$ cat src/rtl/cpu_mem_bridge.sv
// rtl/cpu_mem_bridge.sv - PicoRV32 valid/ready to RAM pulse and MMIO req/ack bridge
//
// Purpose: accepts one CPU memory transaction at a time, decodes it to the RAM
// region, the MMIO window or nothing, and returns a single-cycle ready pulse.
// Unmapped accesses and accesses that hang past TIMEOUT wait cycles complete
// with zero read data and set the sticky bus error flag.
//
// Ports:
//   clk, resetn                      clock, asynchronous active-low reset
//   conf_sel_i                       RAM under configuration, hold off new accepts
//   cpu_mem_*_i / cpu_mem_ready_o    PicoRV32 native memory interface
//   cpu_mem_rdata_o                  read data, valid with cpu_mem_ready_o
//   ram_wren_o / ram_rden_o          one-cycle RAM request pulses (accept cycle)
//   ram_addr_o/wstrb_o/wdata_o       RAM word address, strobes, data (accept cycle)
//   ram_rdata_i / ram_ready_i        RAM completion
//   mmio_req_o ... mmio_wdata_o      MMIO level request and latched fields
//   mmio_ack_i / mmio_rdata_i        MMIO completion
//   bus_err_o / err_addr_o           sticky error flag and first error address
module cpu_mem_bridge #(
    parameter int          RAM_AW    = 17,
    parameter logic [31:0] MMIO_BASE = 32'h1000_0000,
    parameter logic [31:0] MMIO_MASK = 32'hF000_0000,
    parameter int          TIMEOUT   = 255
) (
    input  logic        clk,
    input  logic        resetn,
    input  logic        conf_sel_i,
    input  logic        cpu_mem_valid_i,
    input  logic        cpu_mem_instr_i,
    input  logic [31:0] cpu_mem_addr_i,
    input  logic [31:0] cpu_mem_wdata_i,
    input  logic [3:0]  cpu_mem_wstrb_i,
    output logic        cpu_mem_ready_o,
    output logic [31:0] cpu_mem_rdata_o,
    output logic        ram_wren_o,
    output logic        ram_rden_o,
    output logic [31:0] ram_addr_o,
    output logic [3:0]  ram_wstrb_o,
    output logic [31:0] ram_wdata_o,
    input  logic [31:0] ram_rdata_i,
    input  logic        ram_ready_i,
    output logic        mmio_req_o,
    output logic        mmio_we_o,
    output logic [31:0] mmio_addr_o,
    output logic [3:0]  mmio_wstrb_o,
    output logic [31:0] mmio_wdata_o,
    input  logic        mmio_ack_i,
    input  logic [31:0] mmio_rdata_i,
    output logic        bus_err_o,
    output logic [31:0] err_addr_o
);
    localparam int CW = $clog2(TIMEOUT + 1);

    typedef enum logic [1:0] {IDLE, RAM_WAIT, MMIO_WAIT, RESP} state_t;

    state_t         state_q;
    logic [CW-1:0]  cnt_q;
    logic           ready_q;
    logic [31:0]    rdata_q;
    logic [31:0]    addr_q;
    logic [31:0]    wdata_q;
    logic [3:0]     wstrb_q;
    logic           wr_q;
    logic           mmio_req_q;
    logic           bus_err_q;
    logic [31:0]    err_addr_q;

    logic           take_d;
    logic           ram_hit_d;
    logic           mmio_hit_d;
    logic           ram_acc_d;
    logic           cnt_max_d;
    logic           err_now_d;
    logic [31:0]    err_addr_d;

    always_comb begin
        // resetn gates the accept so the combinational RAM pulses stay low in reset
        take_d     = resetn && (state_q == IDLE) && cpu_mem_valid_i && !conf_sel_i;
        ram_hit_d  = (cpu_mem_addr_i[31:RAM_AW] == '0);
        mmio_hit_d = ((cpu_mem_addr_i & MMIO_MASK) == MMIO_BASE) && !cpu_mem_instr_i;
        ram_acc_d  = take_d && ram_hit_d;
        cnt_max_d  = (cnt_q == CW'(TIMEOUT));
        // A completion arriving in the same cycle as the timeout wins
        err_now_d  = (take_d && !ram_hit_d && !mmio_hit_d)
                   || ((state_q == RAM_WAIT)  && !ram_ready_i && cnt_max_d)
                   || ((state_q == MMIO_WAIT) && !mmio_ack_i  && cnt_max_d);
        err_addr_d = (state_q == IDLE) ? cpu_mem_addr_i : addr_q;
    end

    assign ram_rden_o   = ram_acc_d && (cpu_mem_wstrb_i == 4'b0000);
    assign ram_wren_o   = ram_acc_d && (cpu_mem_wstrb_i != 4'b0000);
    assign ram_addr_o   = ram_acc_d ? {2'b00, cpu_mem_addr_i[31:2]} : 32'h0;
    assign ram_wstrb_o  = ram_acc_d ? cpu_mem_wstrb_i : 4'b0000;
    assign ram_wdata_o  = ram_acc_d ? cpu_mem_wdata_i : 32'h0;

    assign cpu_mem_ready_o = ready_q;
    assign cpu_mem_rdata_o = rdata_q;
    assign mmio_req_o      = mmio_req_q;
    assign mmio_we_o       = wr_q;
    assign mmio_addr_o     = addr_q;
    assign mmio_wstrb_o    = wstrb_q;
    assign mmio_wdata_o    = wdata_q;
    assign bus_err_o       = bus_err_q;
    assign err_addr_o      = err_addr_q;

    always_ff @(posedge clk or negedge resetn) begin
        if (!resetn) begin
            state_q    <= IDLE;
            cnt_q      <= '0;
            ready_q    <= 1'b0;
            rdata_q    <= 32'h0;
            addr_q     <= 32'h0;
            wdata_q    <= 32'h0;
            wstrb_q    <= 4'b0000;
            wr_q       <= 1'b0;
            mmio_req_q <= 1'b0;
            bus_err_q  <= 1'b0;
            err_addr_q <= 32'h0;
        end else begin
            // ready_q is set only on entry to RESP, so it lasts exactly one cycle
            ready_q <= 1'b0;
            if (err_now_d && !bus_err_q) begin
                bus_err_q  <= 1'b1;
                err_addr_q <= err_addr_d;
            end
            case (state_q)
                IDLE: begin
                    if (take_d) begin
                        addr_q  <= cpu_mem_addr_i;
                        wdata_q <= cpu_mem_wdata_i;
                        wstrb_q <= cpu_mem_wstrb_i;
                        wr_q    <= |cpu_mem_wstrb_i;
                        cnt_q   <= '0;
                        if (ram_hit_d) begin
                            state_q <= RAM_WAIT;
                        end else if (mmio_hit_d) begin
                            mmio_req_q <= 1'b1;
                            state_q    <= MMIO_WAIT;
                        end else begin
                            rdata_q <= 32'h0;
                            ready_q <= 1'b1;
                            state_q <= RESP;
                        end
                    end
                end
                RAM_WAIT: begin
                    if (ram_ready_i) begin
                        rdata_q <= wr_q ? 32'h0 : ram_rdata_i;
                        ready_q <= 1'b1;
                        state_q <= RESP;
                    end else if (cnt_max_d) begin
                        rdata_q <= 32'h0;
                        ready_q <= 1'b1;
                        state_q <= RESP;
                    end else begin
                        cnt_q <= cnt_q + CW'(1);
                    end
                end
                MMIO_WAIT: begin
                    if (mmio_ack_i) begin
                        mmio_req_q <= 1'b0;
                        rdata_q    <= mmio_rdata_i;
                        ready_q    <= 1'b1;
                        state_q    <= RESP;
                    end else if (cnt_max_d) begin
                        mmio_req_q <= 1'b0;
                        rdata_q    <= 32'h0;
                        ready_q    <= 1'b1;
                        state_q    <= RESP;
                    end else begin
                        cnt_q <= cnt_q + CW'(1);
                    end
                end
                RESP: begin
                    state_q <= IDLE;
                end
                default: begin
                    state_q <= IDLE;
                end
            endcase
        end
    end
endmodule

$ cat config.mk
export PLATFORM = sky130hd
export DESIGN_NAME = cpu_mem_bridge
export DESIGN_NICKNAME = d
export VERILOG_FILES = /design/src/rtl/cpu_mem_bridge.sv
export SDC_FILE = /design/constraint.sdc
export NUM_CORES = 1
export LEC_CHECK = 0
export ABC_AREA = 0
export CAP_MARGIN = 20
export CORE_AREA = 8 8 127 129
export CTS_BUF_LIST = sky130_fd_sc_hd__clkbuf_16
export CTS_CLUSTER_DIAMETER = 150
export CTS_CLUSTER_SIZE = 40
export DETAILED_ROUTE_END_ITERATION = 6
export DIE_AREA = 0 0 135 137
export DONT_BUFFER_PORTS = 1
export PLACE_DENSITY_LB_ADDON = 0.05
export SLEW_MARGIN = 20
export SYNTH_ARGS = -nofsm -noshare
export SYNTH_HDL_FRONTEND = slang
export SYNTH_SLANG_ARGS = --single-unit
$ cat constraint.sdc
create_clock -name clk -period 2 [get_ports clk]
set_input_delay 0.2 -clock clk [delete_from_list [all_inputs] [get_ports clk]]
set_output_delay 0.2 -clock clk [all_outputs]
set_load 0.01 [all_outputs]
**Word-level counts from Yosys, hierarchy flattened**

Index checks and enable logic that the tools add are counted.

- Word-level logic and storage cells: 95
- RAM bits: 0
- Bits in latches: 0
- Memories kept: 0
- Output and inout port bits: 206
- Register bits after elaboration: 146
- Bits of input ports: 139
- Memory bits (read-only): 0

- Magnitude comparators: 0
- Divide/modulo/power cells: 0
- Equality and inequality tests: 12
- Shift-type cells: 0
- Bitwise operators: 0
- Multiply operators: 0
- Add/sub/neg operators: 1
- Mux-type cells: 37
- Reductions and logical operators: 34

Operators with widths:

| operator | count |
|---|---|
| $mux W32 | 9 |
| $pmux W32 S3 | 1 |
| $mux W8 | 4 |
| $mux W30 | 1 |
| $pmux W8 S3 | 1 |
| $logic_not A15 Y1 | 1 |
| $logic_and A1 B1 Y1 | 14 |
| $mux W1 | 12 |
| $ne A2 B2 Y1 const B | 6 |
| $mux W2 | 5 |
| $add A8 B1 Y8 const B | 1 |
| $eq A8 B8 Y1 const B | 1 |
| $pmux W2 S4 | 1 |
| $reduce_and A4 Y1 | 2 |
| $logic_not A1 Y1 | 7 |
| $reduce_and A5 Y1 | 1 |
| $eq A2 B2 Y1 const B | 2 |
| $eq A4 B1 Y1 const B | 1 |
| $logic_not A4 Y1 | 1 |
| $mux W4 | 1 |
| $reduce_bool A4 Y1 | 1 |
| $reduce_or A4 Y1 | 1 |
| $ne A3 B3 Y1 const B | 1 |
| $pmux W1 S3 | 1 |
| other kinds (7) | 8 |

**Depth between registers and ports, before layout**

Gate-level depths: netlist (run 1).

- Depth in word-level cells: 9
- Depth in mapped cells: 9
- Gate-level depth less buffers: 7

**Worst setup path after synthesis (run 1)**

Ideal clock, no wire load.

- Kind: register to register
- From: reg state_q[0]
- To: reg err_addr_q[26], in the netlist err_addr_o[26]
- Stages on the path, launching flop included: 8
- Data required time: 1,875 ps
- Arrival time: 2,073 ps
- Period minus slack after synthesis: 2,197 ps
- Setup slack: -197 ps
- Path buffers: 3
- Library setup time: 125 ps
- Cells stage by stage: dfrtp_1 inv_1 ha_1 buf_2 clkbuf_1 clkbuf_1 mux2_2 mux2_2

- Longest elaborated chain between the ends: 9
- Elaborated cells on any way between the ends: 16
- Classes of those cells: eq/ne (2); mux (1); reduce/logical (13)

Ends and longest elaborated chain:

| what | line | text |
|---|---|---|
| from (decl) | 56 | `state_t state_q;` |
| from (signal assigned) | 108 | `state_q <= IDLE;` |
| from (signal assigned) | 135 | `state_q <= RAM_WAIT;` |
| from (signal assigned) | 138 | `state_q <= MMIO_WAIT;` |
| $logic_not A2 Y1 | 78, 87 |  |
| $logic_and A1 B1 Y1 (3 in a row) | 78 | `take_d = resetn && (state_q == IDLE) && cpu_mem_valid_i && !conf_sel_i;` |
| $logic_and A1 B1 Y1 (2 in a row) | 84 | `err_now_d = (take_d && !ram_hit_d && !mmio_hit_d)` |
| $logic_or A1 B1 Y1 | 85 | `\|\| ((state_q == RAM_WAIT) && !ram_ready_i && cnt_max_d)` |
| $logic_or A1 B1 Y1 | 86 | `\|\| ((state_q == MMIO_WAIT) && !mmio_ack_i && cnt_max_d);` |
| $logic_and A1 B1 Y1 | 122 | `if (err_now_d && !bus_err_q) begin` |
| to (signal assigned) | 124 | `err_addr_q <= err_addr_d;` |
| to (decl) | 66 | `logic [31:0] err_addr_q;` |

Several ways; a longest one is shown, not always the timed one.
A chain may end at the register's enable or synchronous reset.

**Worst setup path in the final report (run 1)**

- From: reg state_q[0]
- To: out ram_wdata_o[29]

- Longest elaborated chain between the ends: 6

Ends and longest elaborated chain:

| what | line | text |
|---|---|---|
| $logic_not A2 Y1 | 78 |  |
| $logic_and A1 B1 Y1 (3 in a row) | 78 |  |
| $logic_and A1 B1 Y1 | 81 | `ram_acc_d = take_d && ram_hit_d;` |
| $mux W32 | 94 | `assign ram_wdata_o = ram_acc_d ? cpu_mem_wdata_i : 32'h0;` |
| to (decl) | 39 | `output logic [31:0] ram_wdata_o,` |

No other way between the ends.

==> results of run 1 <==
[cell families (layout without fill, tap and decap cells)]
kind of cell    after synthesis  after routing
mux                          64             64
simple gates                307            308
flops                       146            146
compound gates               99            100
fa+ha+maj                     6              6
buf+inv                      68            186
other cells                   1             17
[repair_timing]
action | in CTS | in global routing
setup buffers | 2 | 4
gates resized for setup | 16 | 53
hold endpoints to repair | 238 | 146
cloned | 4 | 8
pin swaps | 3 | 28
endpoints found under the setup margin | 85 | 122
[path summary, 6_finish.rpt]
kind / start / to / depth (start not counted)
max reg2reg: state_q[0]$_DFFE_PN0P_ / err_addr_o[7]$_DFFE_PN0P_ / 9
min: resetn / mmio_wdata_o[9]$_DFFE_PN0P_ / 0
min reg2reg: cnt_q[5]$_DFFE_PN0P_ / cnt_q[5]$_DFFE_PN0P_ / 1
max in group asynchronous: resetn / mmio_wdata_o[4]$_DFFE_PN0P_ / 0
max: state_q[0]$_DFFE_PN0P_ / ram_wdata_o[29] / 7
min in group clk: ram_rdata_i[0] / cpu_mem_rdata_o[0]$_DFFE_PN0P_ / 2
[state kept, by name, summed over array words and instances, names as in the netlist]
name,cells
cnt_q,8
bus_err_o,1
cpu_mem_ready_o,1
cpu_mem_rdata_o,32
mmio_addr_o,32
mmio_wdata_o,32
state_q,2
err_addr_o,32
mmio_req_o,1
mmio_wstrb_o,4
mmio_we_o,1
[worst max-delay path, delay by kind of cell (launching register included)]
family / cells / cell delay (ns)
buffers and inverters: 3 / 0.43
adder cells (fa/ha/maj): 1 / 0.17
flip-flops: 1 / 0.41
AND/OR/NAND/NOR: 3 / 0.37
[cells in the mapped netlist (4+ instances only)]
| master | instances |
|---|---|
| nand2_1 | 216 |
| dfrtp_1 | 146 |
| mux2_2 | 60 |
| and2_1 | 54 |
| clkbuf_1 | 34 |
| a22oi_1 | 32 |
| o2bb2ai_1 | 25 |
| buf_4 | 17 |
| a21oi_1 | 12 |
| inv_1 | 8 |
| nand3_1 | 7 |
| o2bb2ai_2 | 7 |
| buf_6 | 6 |
| ha_1 | 6 |
| o21ai_0 | 6 |
| mux2_1 | 4 |
| nor2_1 | 4 |
| nor3_1 | 4 |
| nor4_1 | 4 |
[per-layer routing]
layer / vias to the layer above / wire length, um / track usage
li1: 2565 / - / -
met1: 2891 / 8970 / 0.256
met2: 295 / 12500 / 0.421
met3: 38 / 2500 / 0.0907
met4: 0 / 516 / 0.0857
met5: - / 0 / 0
[power groups by stage]
stage	clock [mW]	combinational [mW]	sequential, mW
5_1_grt	3.25	4.47	6.24
6_report	3.07	4.08	6.08
3_3_place_gp	0	3.39	6.09
2_1_floorplan	0	2.88	5.59
3_5_place_dp	0	3.57	6.10
4_1_cts	3.13	3.95	6.07
[metrics by stage]
step,std cells,utilization,hold WS (ns)
6_report,1011,0.662,-0.520
2_1_floorplan,707,-,-0.0956
3_3_place_gp,855,0.510,-0.0906
4_1_cts,999,0.637,-0.535
5_1_grt,1011,0.662,-0.546
3_5_place_dp,855,0.510,-0.0904
[final cells by class]
cell class / count / area, um2
repair buffers: 146 / 1600
inverters: 8 / 30.0
fillers: 1077 / 4810
multi-input cells: 495 / 3310
clock inverters: 15 / 144
well taps: 184 / 230
flip-flops and latches: 146 / 3650
clock buffers: 17 / 425
==> impl_metrics.yaml, run 1 <==
route:
  wire_per_inst_um: 24.2
  drt_wl_total_mm: 24.5
  drtIter0Drc: 362
  vias: 5789
  drt-vias-per-instance: 5.73
  drc_errors: 0
  ant_nets: 0
  first_pass_iters: 5
sta:
  final.setup.tns_ns: -0.0130
  fmax_mhz: 499
  slew_headroom: 0.467
  whs_ns: -0.520
  fin_crit_sh: 1.00
  skew_ns: 0.00717
  worst_slew_pin_slew_ns: 0.795
  setup_viol: 3
  hold_violations: 146
  final-max-slew-violation-count: 0
  setup_slack_ns: -0.00536
  rsz0062_at_grt: "true"
  min_period_ns: 2.01
logic_synthesis:
  synthSimpleGateAreaFrac: 0.197
  seq_area_frac_synth: 0.520
  synth_cell_type_count: 45
  synthTopCellsByArea: "dfrtp_1, nand2_1, mux2_2"
  synthCells: 691
  synthFlopType: "dfrtp_1"
  synth_compound_area_frac: 0.117
  synth_mux_area_frac: 0.103
  yosysTopAreaCell: "dfrtp_1"
  synth.yosys.warnings: 0
  synth_edf_count: 0
  async_flop_share: 1.00
  yosysTopAreaCellShare: 0.520
  synth_xor_area_frac: 0
  ys_ff_latch: 146
  synth_top_family_by_area: "simple AND/OR/NAND/NOR gates"
  syn_area_per_cell_um2: 10.2
  syn_area_mm2: 0.00703
  synth_fa_ha_area_frac: 0.0107
placed_design:
  pre_cts_ws_ns: -0.0715
  io_buffers: 0
  placedInstanceArea_mm2: 0.00724
  place.gp.congestion: 0.787
  post-dp-hpwl_mm: 14.6
setup_path:
  slowest_stage: "dfrtp_1"
  crit_path_max_fanout: 12
  end_kind: "output pin"
  cp.required_ns: 1.80
  cp_data_arrival_time_ns: 1.81
  crit_type: "reg -> out"
  r2r_slack_ns: 0.02
  critical_path.cell_chain: "inv_2 > ha_4 > nand2_4 > nor2_4 > buf_12 > clkbuf_16 > and2_4"
  cp-start-kind: "flop"
  cp_slowest_stage_delay_ns: 0.41
grt:
  antenna_found_initial: 0
  first_global_vias: 6138
  overflow: 0
  grt_usage: 0.239
  grt_max_degree: 149
  grt_pass1_wl_mm: 34.4
clock_tree:
  cts.sinks: 146
  htreeDepth: 4
  root_buffer: "clkbuf_16"
  clk_latency_ns: 0.42
  cts_buffer_depth: 2
  tritoncts: "built"
  cts_hold_buf: 106
  numCtsBuffers: 17
  clk_pin_slew_ns: 0.06
power_and_ir_drop:
  p_switching_mw: 5.15
  pwr-share-seq: 0.460
  power_leakage_nw: 4.40
  power_density_mw_per_mm2: 1410
  switching_share: 0.390
  p_total_mw: 13.2
  ir_drop_v: 0.000668
  p_int_mw: 8.07
  clkPwrFrac: 0.232
  power_frac_comb: 0.308
layout:
  diodes: 0
  drive_gt1_frac: 0.258
  final_cell_mix: "nand2_1, dfrtp_1, dlygate4sd3_1"
  stdcell_area_mm2: 0.00940
  layout_commonest_cell: "nand2_1"
  area_growth_pct: 33.7
  fin_nets: 959
floorplan:
  num_rows: 44
  die_area_mm2: 0.0185
  chipWidth_um: 135
  core_mm2: 0.0142
  io-pin-count: 345
  die_y_um: 137
  initial_core_util: 0.495
flow_run:
  maxCapViolCount: 0
run_status:
  failed_checks: "negative hold slack, negative setup slack"
  status: "finished with violations"
min_path:
  min_path_type: "in -> async"
Note: power is estimated with default switching activity, not from simulation.
==> run 2: changes to the inputs <==
CORE_AREA = 8 8 129 131   (was 8 8 127 129)
DIE_AREA = 0 0 137 139   (was 0 0 135 137)
==> impl_metrics.yaml, run 2 (synthesis results as in run 1) <==
run_status:
  status: "finished with violations"
  failed_checks: "negative hold slack, negative setup slack"
setup_path:
  crit_type: "reg -> out"
  ff2ff_path_depth: 9
  crit_path_max_fanout: 6
  cp_data_arrival_time_ns: 1.91
  r2r_start: "state_q[0]$_DFFE_PN0P_"
  r2r-end: "cnt_q[0]$_DFFE_PN0P_"
  cp-startpoint: "state_q[1]$_DFFE_PN0P_"
  cp-start-kind: "flop"
  cp.required_ns: 1.80
  r2r_slack_ns: -0.05
  end_kind: "output pin"
clock_tree:
  numCtsBuffers: 17
  cts.sinks: 146
  clk_pin_slew_ns: 0.06
  root_buffer: "clkbuf_16"
  cts_hold_buf: 119
  htreeDepth: 4
  tritoncts: "built"
  clk_latency_ns: 0.42
  cts_buffer_depth: 2
grt:
  grt_max_degree: 149
  grt_pass1_wl_mm: 38.0
  first_global_vias: 6478
  grt_usage: 0.260
  antenna_found_initial: 0
  overflow: 0
layout:
  nFillCells: 1110
  fin_nets: 990
  stdcell_area_mm2: 0.00977
  layout_commonest_cell: "nand2_1"
  final_cell_mix: "nand2_1, dfrtp_1, dlygate4sd3_1"
  area_growth_pct: 39.1
  diodes: 0
  drive_gt1_frac: 0.287
  fin_util: 0.662
  final_cells: 1046
sta:
  final.setup.tns_ns: -4.22
  setup_viol: 55
  rsz0062_at_grt: "true"
  hold_violations: 146
  whs_ns: -0.528
  min_period_ns: 2.11
  worst_slew_pin_slew_ns: 0.884
  fin_crit_sh: 1.06
  fmax_mhz: 473
  setup_slack_ns: -0.113
  skew_ns: 0.00913
  final-max-slew-violation-count: 0
  slew_headroom: 0.405
power_and_ir_drop:
  ir_drop_v: 0.00115
  power_leakage_nw: 4.55
  p_total_mw: 13.5
  power_density_mw_per_mm2: 1380
route:
  first_pass_iters: 5
  drt_wl_total_mm: 26.2
  drtIter0Drc: 323
  ant_nets: 0
  wire_per_inst_um: 25.1
  vias: 5994
  drc_errors: 0
  drt-vias-per-instance: 5.73
min_path:
  min_path_type: "in -> async"
floorplan:
  num_rows: 45
  initial_core_util: 0.476
  die_y_um: 139
  die_area_mm2: 0.0190
  io-pin-count: 345
  core_mm2: 0.0148
  chipWidth_um: 137
placed_design:
  post-dp-hpwl_mm: 15.6
  pre_cts_ws_ns: -0.0110
  io_buffers: 0
  dp.cells: 869
  place.gp.congestion: 0.818
  placedInstanceArea_mm2: 0.00731
flow_run:
  maxCapViolCount: 0
==> run 2: cell count changes in the layout (fill, tap and decap cells not counted), moves of 2 or more <==
cell and change:
bufinv_16 -2, o2bb2ai_4 +2, buf_4 +9, inv_1 -2, clkbuf_16 -4, dlygate4sd3_1 +13
o2bb2ai_2 +10, clkinv_2 +3, buf_16 +3, o2bb2ai_1 -12, buf_6 +10
==> run 2: worst max path at each step <==
stage	end	slack, ns
after floorplan	err_addr_o[10]$_DFFE_PN0P_	0.0008
after global placement	cpu_mem_rdata_o[2]$_DFFE_PN0P_	-0.18
after detailed placement	err_addr_o[23]$_DFFE_PN0P_	-0.01
after CTS	ram_addr_o[5]	-0.1
after global routing	ram_wdata_o[4]	-0.16
final	ram_wdata_o[3]	-0.11
==> run 2: layout make-up <==
| cell class | count | area [um2] | share of cell area |
|---|---|---|---|
| timing repair buffer | 176 | 1870 | 0.192 |
| clock inverter | 15 | 95.1 | 0.00973 |
| multi-input combinational | 496 | 3460 | 0.354 |
| tap | 188 | 235 | 0.0241 |
| sequential | 146 | 3650 | 0.374 |
| inverter | 8 | 32.5 | 0.00333 |
| clock buffer | 17 | 425 | 0.0435 |
==> run 2: repair_timing <==
action	CTS	global route
hold endpoints to repair	246	146
pin swaps	29	25
gates cloned	8	4
setup buffers	14	6
gates resized for setup	68	40
setup endpoints to repair	70	122
==> run 2: routing by layer <==
metal / wire, um / up-vias / track usage / share of wire
met3: 2700 / 56 / 0.0928 / 0.10
li1: - / 2639 / - / -
met4: 750 / 0 / 0.108 / 0.029
met1: 9460 / 2987 / 0.280 / 0.36
met2: 13300 / 312 / 0.449 / 0.51
met5: 0 / - / 0 / 0
==> run 2: critical path, cell delays in order, from the launching register on <==
cell,delay [ns]
dfrtp_1,0.39
inv_2,0.08
buf_6,0.10
ha_4,0.13
buf_6,0.10
nand2_4,0.05
nor2_4,0.11
buf_6,0.12
buf_6,0.11
clkbuf_16,0.15
and2_4,0.16
==> run 2: report_power, final <==
group,switching (mW),internal [mW]
registers,1.88,4.24
clock network,1.25,1.57
logic,2.36,2.22
==> run 3: changes to the inputs <==
HOLD_SLACK_MARGIN = 0.06   (was not set)
RECOVER_POWER = 25   (was not set)
==> impl_metrics.yaml, run 3 (synthesis results as in run 1) <==
sta:
  slew_headroom: 0.477
  min_period_ns: 2.10
  setup_slack_ns: -0.0971
  hold_violations: 146
  final-max-slew-violation-count: 0
  rsz0062_at_grt: "true"
  skew_ns: 0.0146
  fin_crit_sh: 1.05
  whs_ns: -0.530
  setup_viol: 50
  fmax_mhz: 477
  worst_slew_pin_slew_ns: 0.782
floorplan:
  num_rows: 45
  io-pin-count: 345
  initial_core_util: 0.476
  die_area_mm2: 0.0190
  core_mm2: 0.0148
  chipWidth_um: 137
  die_y_um: 139
placed_design:
  dp.cells: 869
  pre_cts_ws_ns: -0.0110
  post-dp-hpwl_mm: 15.6
  io_buffers: 0
  placedInstanceArea_mm2: 0.00731
  place.gp.congestion: 0.818
layout:
  nFillCells: 1124
  drive_gt1_frac: 0.262
  layout_commonest_cell: "nand2_1"
  final_cells: 1056
  final_cell_mix: "nand2_1, dfrtp_1, dlygate4sd3_1"
  stdcell_area_mm2: 0.00975
  diodes: 0
  fin_nets: 1000
  area_growth_pct: 38.8
power_and_ir_drop:
  p_switching_mw: 5.31
  pwr-share-seq: 0.461
  switching_share: 0.402
  p_total_mw: 13.2
  power_leakage_nw: 4.56
  ir_drop_v: 0.00108
  power_density_mw_per_mm2: 1350
  clkPwrFrac: 0.215
  p_int_mw: 7.89
  power_frac_comb: 0.324
setup_path:
  critical_path.cell_chain: "inv_2 > buf_6 > ha_4 > buf_6 > nand2_4 > nor2_4 > buf_6 > buf_6 > clkbuf_16 > and2_4"
  cp_slowest_stage_delay_ns: 0.38
  cp_data_arrival_time_ns: 1.90
  crit_path_max_fanout: 6
  cp-start-kind: "flop"
  crit_top_cell: "buf_6"
  end_kind: "output pin"
  slowest_stage: "dfrtp_1"
  crit_type: "reg -> out"
  cp.required_ns: 1.80
grt:
  first_global_vias: 6537
  antenna_found_initial: 0
  overflow: 0
  grt_pass1_wl_mm: 38.3
  grt_max_degree: 149
  grt_usage: 0.263
min_path:
  min_path_type: "in -> async"
clock_tree:
  cts_buffer_depth: 2
  root_buffer: "clkbuf_16"
  cts_hold_buf: 133
  clk_latency_ns: 0.42
  cts.sinks: 146
  htreeDepth: 4
  numCtsBuffers: 17
  clk_pin_slew_ns: 0.06
  tritoncts: "built"
run_status:
  failed_checks: "negative hold slack, negative setup slack"
  status: "finished with violations"
route:
  first_pass_iters: 5
  drt_wl_total_mm: 26.2
  drtIter0Drc: 311
  ant_nets: 0
  drt-vias-per-instance: 5.69
  drc_errors: 0
  wire_per_inst_um: 24.8
  vias: 6006
flow_run:
  maxCapViolCount: 0
## run 3: cell count changes in the layout (fill, tap and decap cells not counted), moves of 2 or more
cell,delta
dlygate4sd3_1,+14
o2bb2ai_2,-10
o2bb2ai_1,+12
o2bb2ai_4,-2
buf_4,-2
## run 3: critical path: cells and delay by family, from the launching register on
| kind | cells | cell delay [ns] |
|---|---|---|
| buf+inv | 6 | 0.65 |
| flops | 1 | 0.38 |
| simple gates | 3 | 0.32 |
| fa+ha+maj | 1 | 0.13 |
## run 3: per-layer routing
layer / track usage / wire [um]
met1: 0.276 / 9240
met2: 0.464 / 13500
met3: 0.0917 / 2750
met4: 0.112 / 726
met5: 0 / 0
## run 3: final cells by class
class                      count  area (um2)  share of cell area
sequential                   146        3650               0.375
multi-input combinational    495        3320               0.341
timing repair buffer         187        1990               0.204
clock buffer                  17         425              0.0436
tap                          188         235              0.0241
clock inverter                15        95.1             0.00975
inverter                       8        30.0             0.00308
## run 3: metrics by stage
| stage | setup TNS (ns) | hold slack, ns | util |
|---|---|---|---|
| global placement | -4.34 | -0.0910 | 0.495 |
| global route | -7.86 | -0.555 | 0.661 |
| detailed placement | -0.0160 | -0.0913 | 0.496 |
| floorplan | 0 | -0.0956 | - |
| finish | -3.48 | -0.530 | 0.661 |
| CTS | -4.60 | -0.545 | 0.655 |
## run 3: final timing paths
path / slack [ns] / endpoint / cells after the start / from
min: -0.53 / mmio_addr_o[13]$_DFFE_PN0P_ / 0 / resetn
max reg2reg: 0.02 / err_addr_o[6]$_DFFE_PN0P_ / 9 / state_q[1]$_DFFE_PN0P_
min reg2reg: 0.54 / cnt_q[5]$_DFFE_PN0P_ / 1 / cnt_q[5]$_DFFE_PN0P_
min in group clk: 0.08 / err_addr_o[3]$_DFFE_PN0P_ / 2 / cpu_mem_addr_i[3]
max in group asynchronous: 2.35 / mmio_wdata_o[3]$_DFFE_PN0P_ / 0 / resetn
max: -0.1 / ram_wdata_o[3] / 10 / state_q[1]$_DFFE_PN0P_
## run 3: power groups by stage
stage	clock network [mW]	registers [mW]	logic, mW
2_1_floorplan	0	5.59	2.88
3_3_place_gp	0	6.11	3.44
3_5_place_dp	0	6.10	3.62
4_1_cts	2.90	6.08	4.05
5_1_grt	3.01	6.26	4.69
6_report	2.83	6.09	4.28
## run 3: repair_timing
action | 4_1_cts | 5_1_grt
gates cloned | 8 | 3
endpoints found under the setup margin | 70 | 123
pin swaps | 29 | 17
buffers inserted | 14 | 3
resized for setup | 68 | 18
endpoints found under the hold margin | 274 | 146
